$ cat config.mk
export PLATFORM = sky130hd
export DESIGN_NAME = call_sequencer_flat
export DESIGN_NICKNAME = d
export VERILOG_FILES = /design/src/rtl/call_sequencer_if.sv /design/src/rtl/call_sequencer.sv /design/src/flat_wrapper.sv
export SDC_FILE = /design/constraint.sdc
export NUM_CORES = 1
export LEC_CHECK = 0
export ABC_CLOCK_PERIOD_IN_PS = 2000
export BUFFER_PORTS_ARGS = -buffer_cell sky130_fd_sc_hd__buf_2
export CAP_MARGIN = 20
export CORE_MARGIN = 1.5
export CORE_UTILIZATION = 41
export DETAILED_ROUTE_END_ITERATION = 8
export PLACE_DENSITY = 0.86
export REMOVE_ABC_BUFFERS = 1
export SLEW_MARGIN = 20
export SYNTH_ARGS = -nofsm -noshare
export SYNTH_HDL_FRONTEND = slang
export SYNTH_SLANG_ARGS = --single-unit
$ cat constraint.sdc
create_clock -name clk -period 2 [get_ports clk]
set_input_delay 0.6 -clock clk [delete_from_list [all_inputs] [get_ports clk]]
set_output_delay 0.6 -clock clk [all_outputs]
set_load 0.1 [all_outputs]
$ cat src/rtl/call_sequencer_if.sv
// Decoder/stack-side bundle for call_sequencer: flow-op request, PC and return-address stack strobes.
interface call_sequencer_if #(
  parameter int ADDR_W = 11,
  parameter int DEPTH  = 3
);
  localparam int DW = $clog2(DEPTH + 1);

  logic              en;
  logic [2:0]        op;
  logic [ADDR_W-1:0] target;
  logic              cond;
  logic [ADDR_W-1:0] pc;
  logic              stk_push;
  logic              stk_pop;
  logic [ADDR_W-1:0] stk_wdata;
  logic [ADDR_W-1:0] stk_rdata;
  logic [DW-1:0]     depth;
  logic              bubble;
  logic              ovf;
  logic              unf;
  logic              fault;

  modport master (
    output en, op, target, cond, stk_rdata,
    input  pc, stk_push, stk_pop, stk_wdata, depth, bubble, ovf, unf, fault
  );

  modport slave (
    input  en, op, target, cond, stk_rdata,
    output pc, stk_push, stk_pop, stk_wdata, depth, bubble, ovf, unf, fault
  );
endinterface

$ cat src/rtl/call_sequencer.sv
// PC and call/return controller driving an external return-address stack.
// Optional STACK_FAULT_HALT_EN: stack overflow/underflow halts in FAULT instead of acting as NOP.
//
// state       | meaning
// S_RUN       | normal execution of flow ops
// S_RET_FLUSH | one bubble cycle after a RET; pc holds, op ignored
// S_FAULT     | stack misuse trapped; everything frozen until rst
module call_sequencer #(
  parameter int          ADDR_W   = 11,
  parameter int          DEPTH    = 3,
  parameter int unsigned RESET_PC = 0
) (
  input  logic             clk,
  input  logic             rst,
  call_sequencer_if.slave  bus
);
  localparam int DW = $clog2(DEPTH + 1);
  localparam logic [DW-1:0] DEPTH_MAX = DW'(DEPTH);

  localparam logic [2:0] OP_JMP  = 3'b001;
  localparam logic [2:0] OP_CALL = 3'b010;
  localparam logic [2:0] OP_RET  = 3'b011;
  localparam logic [2:0] OP_BRZ  = 3'b100;
  localparam logic [2:0] OP_BRNZ = 3'b101;

  typedef enum logic [1:0] {S_RUN, S_RET_FLUSH, S_FAULT} state_t;

  state_t            state_q, state_d;
  logic [ADDR_W-1:0] pc_q, pc_d, pc_inc;
  logic [DW-1:0]     depth_q, depth_d;
  logic              ovf_q, ovf_d, unf_q, unf_d;
  logic              push, pop;

  assign pc_inc = pc_q + ADDR_W'(1);

  always_ff @(posedge clk) begin
    if (rst) begin
      state_q <= S_RUN;
      pc_q    <= ADDR_W'(RESET_PC);
      depth_q <= '0;
      ovf_q   <= 1'b0;
      unf_q   <= 1'b0;
    end else begin
      state_q <= state_d;
      pc_q    <= pc_d;
      depth_q <= depth_d;
      ovf_q   <= ovf_d;
      unf_q   <= unf_d;
    end
  end

  always_comb begin
    state_d = state_q;
    pc_d    = pc_q;
    depth_d = depth_q;
    ovf_d   = ovf_q;
    unf_d   = unf_q;
    push    = 1'b0;
    pop     = 1'b0;
    if (bus.en) begin
      case (state_q)
        S_RUN: begin
          case (bus.op)
            OP_JMP:  pc_d = bus.target;
            OP_CALL: begin
              if (depth_q != DEPTH_MAX) begin
                push    = 1'b1;
                pc_d    = bus.target;
                depth_d = depth_q + DW'(1);
              end else begin
                ovf_d = 1'b1;
`ifdef STACK_FAULT_HALT_EN
                state_d = S_FAULT;
`else
                pc_d = pc_inc;
`endif
              end
            end
            OP_RET: begin
              if (depth_q != '0) begin
                pop     = 1'b1;
                pc_d    = bus.stk_rdata;
                depth_d = depth_q - DW'(1);
                state_d = S_RET_FLUSH;
              end else begin
                unf_d = 1'b1;
`ifdef STACK_FAULT_HALT_EN
                state_d = S_FAULT;
`else
                pc_d = pc_inc;
`endif
              end
            end
            OP_BRZ:  pc_d = bus.cond ? bus.target : pc_inc;
            OP_BRNZ: pc_d = bus.cond ? pc_inc : bus.target;
            default: pc_d = pc_inc;
          endcase
        end
        S_RET_FLUSH: state_d = S_RUN;
        default: ;
      endcase
    end
  end

  // Strobes are combinational, so gate them with rst to keep them low during reset.
  assign bus.stk_push  = push & ~rst;
  assign bus.stk_pop   = pop & ~rst;
  assign bus.stk_wdata = pc_inc;
  assign bus.pc        = pc_q;
  assign bus.depth     = depth_q;
  assign bus.bubble    = (state_q == S_RET_FLUSH);
  assign bus.ovf       = ovf_q;
  assign bus.unf       = unf_q;
`ifdef STACK_FAULT_HALT_EN
  assign bus.fault     = (state_q == S_FAULT);
`else
  assign bus.fault     = 1'b0;
`endif
endmodule

$ cat src/flat_wrapper.sv
// flat-port wrapper written by rule: the top's interface ports become plain ports
module call_sequencer_flat 
#(
  parameter int          ADDR_W   = 11,
  parameter int          DEPTH    = 3,
  parameter int unsigned RESET_PC = 0
)
  (clk, rst, bus_en, bus_op, bus_target, bus_cond, bus_stk_rdata, bus_pc, bus_stk_push, bus_stk_pop, bus_stk_wdata, bus_depth, bus_bubble, bus_ovf, bus_unf, bus_fault);
  call_sequencer_if #(.ADDR_W(ADDR_W), .DEPTH(DEPTH)) bus_i ();
  input  logic clk;
  input  logic rst;
  input wire logic [$bits(bus_i.en)-1:0] bus_en;
  input wire logic [$bits(bus_i.op)-1:0] bus_op;
  input wire logic [$bits(bus_i.target)-1:0] bus_target;
  input wire logic [$bits(bus_i.cond)-1:0] bus_cond;
  input wire logic [$bits(bus_i.stk_rdata)-1:0] bus_stk_rdata;
  output wire logic [$bits(bus_i.pc)-1:0] bus_pc;
  output wire logic [$bits(bus_i.stk_push)-1:0] bus_stk_push;
  output wire logic [$bits(bus_i.stk_pop)-1:0] bus_stk_pop;
  output wire logic [$bits(bus_i.stk_wdata)-1:0] bus_stk_wdata;
  output wire logic [$bits(bus_i.depth)-1:0] bus_depth;
  output wire logic [$bits(bus_i.bubble)-1:0] bus_bubble;
  output wire logic [$bits(bus_i.ovf)-1:0] bus_ovf;
  output wire logic [$bits(bus_i.unf)-1:0] bus_unf;
  output wire logic [$bits(bus_i.fault)-1:0] bus_fault;
  assign bus_i.en = bus_en;
  assign bus_i.op = bus_op;
  assign bus_i.target = bus_target;
  assign bus_i.cond = bus_cond;
  assign bus_i.stk_rdata = bus_stk_rdata;
  assign bus_pc = bus_i.pc;
  assign bus_stk_push = bus_i.stk_push;
  assign bus_stk_pop = bus_i.stk_pop;
  assign bus_stk_wdata = bus_i.stk_wdata;
  assign bus_depth = bus_i.depth;
  assign bus_bubble = bus_i.bubble;
  assign bus_ovf = bus_i.ovf;
  assign bus_unf = bus_i.unf;
  assign bus_fault = bus_i.fault;
  call_sequencer #(.ADDR_W(ADDR_W), .DEPTH(DEPTH), .RESET_PC(RESET_PC)) u_core (.clk(clk), .rst(rst), .bus(bus_i));
endmodule
# After elaboration in Yosys (flattened, before gate mapping)
# Cells that the tools add are included.
[op_classes]
bitwise_logic = 5
muxes = 19
n_eq_ne = 11
reduce_logical = 9
n_addsub = 3
[ops]
columns = ["op", "n"]
rows = [
  ["11-bit one-hot mux with 5 select lines", 1],
  ["11-bit 2-to-1 mux", 4],
  ["4-bit AND reduction", 3],
  ["11-bit by 1-bit adder with 11-bit output (second input constant)", 1],
  ["1-bit 2-to-1 mux", 8],
  ["2-bit 2-to-1 mux", 4],
  ["2-bit by 1-bit inequality test with 1-bit output (second input constant)", 4],
  ["2-bit one-hot mux with 2 select lines", 2],
  ["3-bit by 2-bit equality test with 1-bit output (second input constant)", 2],
  ["3-bit equality test (second input constant)", 2],
  ["2-bit nonzero test", 3],
  ["5-bit AND reduction", 1],
  ["3-bit by 1-bit equality test with 1-bit output (second input constant)", 1],
  ["1-bit inverter", 3],
  ["2-bit by 1-bit adder with 2-bit output (second input constant)", 1],
  ["1-bit bitwise AND", 2],
  ["2-bit by 1-bit equality test with 1-bit output (second input constant)", 1],
  ["2-bit logical NOT", 1],
  ["2-bit inequality test (second input constant)", 1],
  ["2-bit AND reduction", 1],
  ["2-bit by 1-bit subtractor with 2-bit output (second input constant)", 1],
]
[totals]
elab_cells = 52
reg_bits = 17
out_inout_bits = 30
input_bits = 29

# Logic depth before layout (Yosys ltp)
[logic_depth]
depth_word = 6
depth_mapped = 8
ltp_nobuf = 7

# Worst setup path before layout
# OpenSTA, ideal clock, no wires.
[synth_timing]
kind = "reg-to-output"
start = "reg u_core.pc_q[0] (netlist: u_core.bus.pc[0])"
end = "out bus_stk_wdata[8]"
slack_ns = -1.982
path_buffers = 1
stages_incl_launch_ff = 5
required_time_ns = 1.400
arrival_time_ns = 3.382
cell_sequence = "dfxtp_1 ha_1 clkbuf_1 nand4_1 xnor2_1"
[synth_between]
elab_chain_cells = 1
[synth_lines]
columns = ["item", "line_no", "rtl"]
rows = [
  ["from (decl)", "call_sequencer.sv:29", "logic [ADDR_W-1:0] pc_q, pc_d, pc_inc;"],
  ["from (signal assigned)", "call_sequencer.sv:39", "pc_q <= ADDR_W'(RESET_PC);"],
  ["from (signal assigned)", "call_sequencer.sv:45", "pc_q <= pc_d;"],
  ["11-bit by 1-bit adder with 11-bit output", "call_sequencer.sv:34", "assign pc_inc = pc_q + ADDR_W'(1);"],
  ["to (decl)", "flat_wrapper.sv:20", "output wire logic [$bits(bus_i.stk_wdata)-1:0] bus_stk_wdata;"],
]
# No other way between the ends.

# Final worst setup path
[layout_timing]
start = "reg u_core.pc_q[3] (netlist: u_core.bus.pc[3])"
end = "out bus_stk_wdata[10]"
# Same word-level chain as after synthesis.

==> flow_summary.ini <==
[status]
status = finished, violations left
violations = negative setup slack

[hold_path]
hp-class = flop to flop

[synth]
ys_seq_area_share_pct = 26.2
synthFlopType = dfxtp_1
netlist_instances = 146
synth_edf_count = 0
synth-seq-cells = 16
ys_types = 46
synth_area_um2 = 1220
ys_warn_count = 0
syn_avg_cell_area_um2 = 8.36
ys_async_sr_fraction_pct = 0

[global_route]
grt_overflow = 0
grt_pass1_vias = 1608
track_usage_pct = 30.2
grt_max_degree = 17
antenna_found_initial = 0
grt_pass1_wl_mm = 7.69

[timing]
tns_ps = -1160
rsz0062_at_grt = yes
worst_pin_slew_ps = 871
worst_slack_ps = -223
fmax_mhz = 450
finalHoldViolCount = 0
setup_viol = 9
fin_crit_ps = 2220
drv_slew = 0
skew_ps = 8.87
hold_slack_ps = 523
slew_headroom_pct = 41.6
fin_crit_sh_pct = 111

[worst_setup_path]
critPathMaxStageDelay_ps = 360
endpoint_kind = output port
crit_slowest_cell = dfxtp_2
crit_type = flop to output port
worst_ep_arrival_time_ps = 1620
startpoint_type = flop
worstPathRequired_ps = 1400
crit_fanout = 5
crit_chain = and4_4 -> nand4_1 -> xnor2_2 -> buf_12

[pwr]
combPwrFrac_pct = 55.3
power_switching_mw = 0.613
seq_power_share_pct = 27.3
powerDensity_nw_per_um2 = 577
vdd.ir_drop.worst_mv = 0.597
switching_share_pct = 46.4
finalPower_mw = 1.32
intPower_mw = 0.707
power.leakage_nw = 1.09
clkPwrFrac_pct = 17.4

[floorplan]
fp.dieW_um = 57.6
fp.dieH_um = 57.6
initial_core_util_pct = 43.9
die_area_um2 = 3310
core_area_um2 = 2780
ios = 59
rows = 19

[job]
cap_violations = 0

[clock_network]
cts_buffer_depth = 2
clk_latency_ps = 300
cts_buffers = 3
cts_tree = built
cts.htree.levels = 1
clock-root-buffer = clkbuf_4
cts_hold_buf = 0
clk_pin_slew_ps = 110
clkSinkCount = 16

[cells_and_area]
multi_input_area_um2 = 997
post-route-util_pct = 82.2
ff_latch_area_um2 = 332
antenna_cells = 0
layout.nets = 270
num-fill-cells = 148
syn2layout_area_growth_pct = 87.2
drive_gt1_share_pct = 60.9
fin_area_um2 = 2290
final_cell_count_no_fill = 269

[placed_design]
numPortBuffers = 57
dp_hpwl_mm = 3.13
dpl-instance-area_um2 = 1910
pre_cts_ws_ps = -209
dp_cells = 252
gp_congestion = 0.862

[drt]
avgViaCountPerCell = 6.48
antenna_left = 0
firstDrtPassIters = 5
wirelength_mm = 5.74
vias = 1743
drtIter0Drc = 158
wire_per_inst_um = 21.3
drc = 0
==> critical path: cells and delay by family, from the launching register on <==
family        cells  cell delay (ps)
flops             1              360
simple gates      2              450
buf+inv           1              210
xor+xnor          1              300
==> sequential cells by signal, summed over array words and instances, names as in the netlist <==
signal / flops
u_core.bus.ovf: 1
u_core.bus.unf: 1
u_core.state_q: 1
u_core.bus.pc: 11
u_core.bus.depth: 2
==> routing by layer <==
| layer | track usage (%) | part of all wire [%] |
|---|---|---|
| met1 | 37.0 | 35 |
| met2 | 52.6 | 49 |
| met3 | 5.90 | 11 |
| met4 | 9.97 | 5.4 |
| met5 | 0 | 0 |
==> path summary, 6_finish.rpt <==
check	start	to	slack [ps]	cells after the start
worst max-delay path	u_core.bus.pc[3]$_SDFFE_PP0P_	bus_stk_wdata[10]	-220	4
worst min-delay path	u_core.bus.ovf$_SDFFE_PP0P_	u_core.bus.ovf$_SDFFE_PP0P_	520	2
worst max register to register	u_core.bus.depth[0]$_SDFFE_PP0P_	u_core.bus.pc[7]$_SDFFE_PP0P_	120	6
worst min register to register	u_core.bus.ovf$_SDFFE_PP0P_	u_core.bus.ovf$_SDFFE_PP0P_	520	2
==> kinds of logic after synthesis <==
group,after synthesis,synth area share (%)
xor+xnor,11,7.89
buf+inv,19,7.38
flops,16,26.2
compound gates,40,29.0
simple gates,57,27.2
fa+ha+maj,2,2.05
other cells,1,0.307
==> synth_stat cells, types with 2 or more instances <==
master    number  area, um^2
ha_1           2        25.0
a221oi_2       4        60.1
nor2_1        14        52.6
and3b_1        2        17.5
a211oi_1       6        45.0
a31oi_1        2        12.5
nand4_1        4        25.0
a32oi_1        2        17.5
xnor2_1        9        78.8
o32ai_1        3        26.3
nand3_1        4        20.0
nor2b_1        4        25.0
xor2_1         2        17.5
nand2b_1       3        18.8
nand2_1        3        11.3
nor3_1         7        35.0
a21oi_1        7        35.0
buf_2          3        15.0
and3_1         7        43.8
buf_4          2        15.0
clkbuf_1       5        18.8
a22o_1         5        43.8
inv_1          8        30.0
dfxtp_1       16         320
==> cell usage in the layout (no fill, tap or decap), types with 2 or more instances in the layout <==
master / netlist / final
dfxtp_2: 0 / 9
and3_1: 7 / 7
a21oi_1: 7 / 7
nor2_1: 14 / 12
buf_2: 3 / 42
and3b_2: 1 / 2
xnor2_1: 9 / 4
dfxtp_1: 16 / 7
a221oi_2: 4 / 4
clkbuf_4: 0 / 3
o32ai_1: 3 / 2
nand3_1: 4 / 2
nor3_1: 7 / 7
buf_4: 2 / 36
buf_12: 0 / 15
nor2b_1: 4 / 2
a31oi_1: 2 / 2
inv_1: 8 / 8
a22o_1: 5 / 5
nand2_1: 3 / 2
ha_4: 0 / 2
nor2_2: 0 / 2
nand2b_1: 3 / 2
nor2b_4: 0 / 2
xnor2_2: 0 / 3
a211oi_1: 6 / 5
a32oi_1: 2 / 2
nand3_4: 0 / 2
nand4_1: 4 / 4
buf_6: 1 / 5
xnor2_4: 0 / 2
==> power groups by stage <==
stage | registers [mW] | clock network, mW | logic [mW]
after global routing | 0.360 | 0.237 | 0.751
final | 0.360 | 0.230 | 0.730
after global placement | 0.356 | 0 | 0.633
after floorplan | 0.491 | 0 | 0.275
after CTS | 0.356 | 0.222 | 0.686
after detailed placement | 0.358 | 0 | 0.644
==> final cells by class <==
type / instances / area share, %
Sequential cell: 16 / 14.5
Multi-Input combinational cell: 111 / 43.6
Tap cell: 31 / 1.70
Inverter: 8 / 1.31
Timing Repair Buffer: 99 / 37.3
Clock buffer: 4 / 1.59
==> what timing repair did <==
| item | 4_1_cts | 5_1_grt |
|---|---|---|
| setup buffers | 9 | 5 |
| setup endpoints to repair | 11 | 15 |
| pin swaps | 11 | 10 |
| resized for setup | 38 | 12 |
Note: power is estimated with default switching activity, not from simulation.
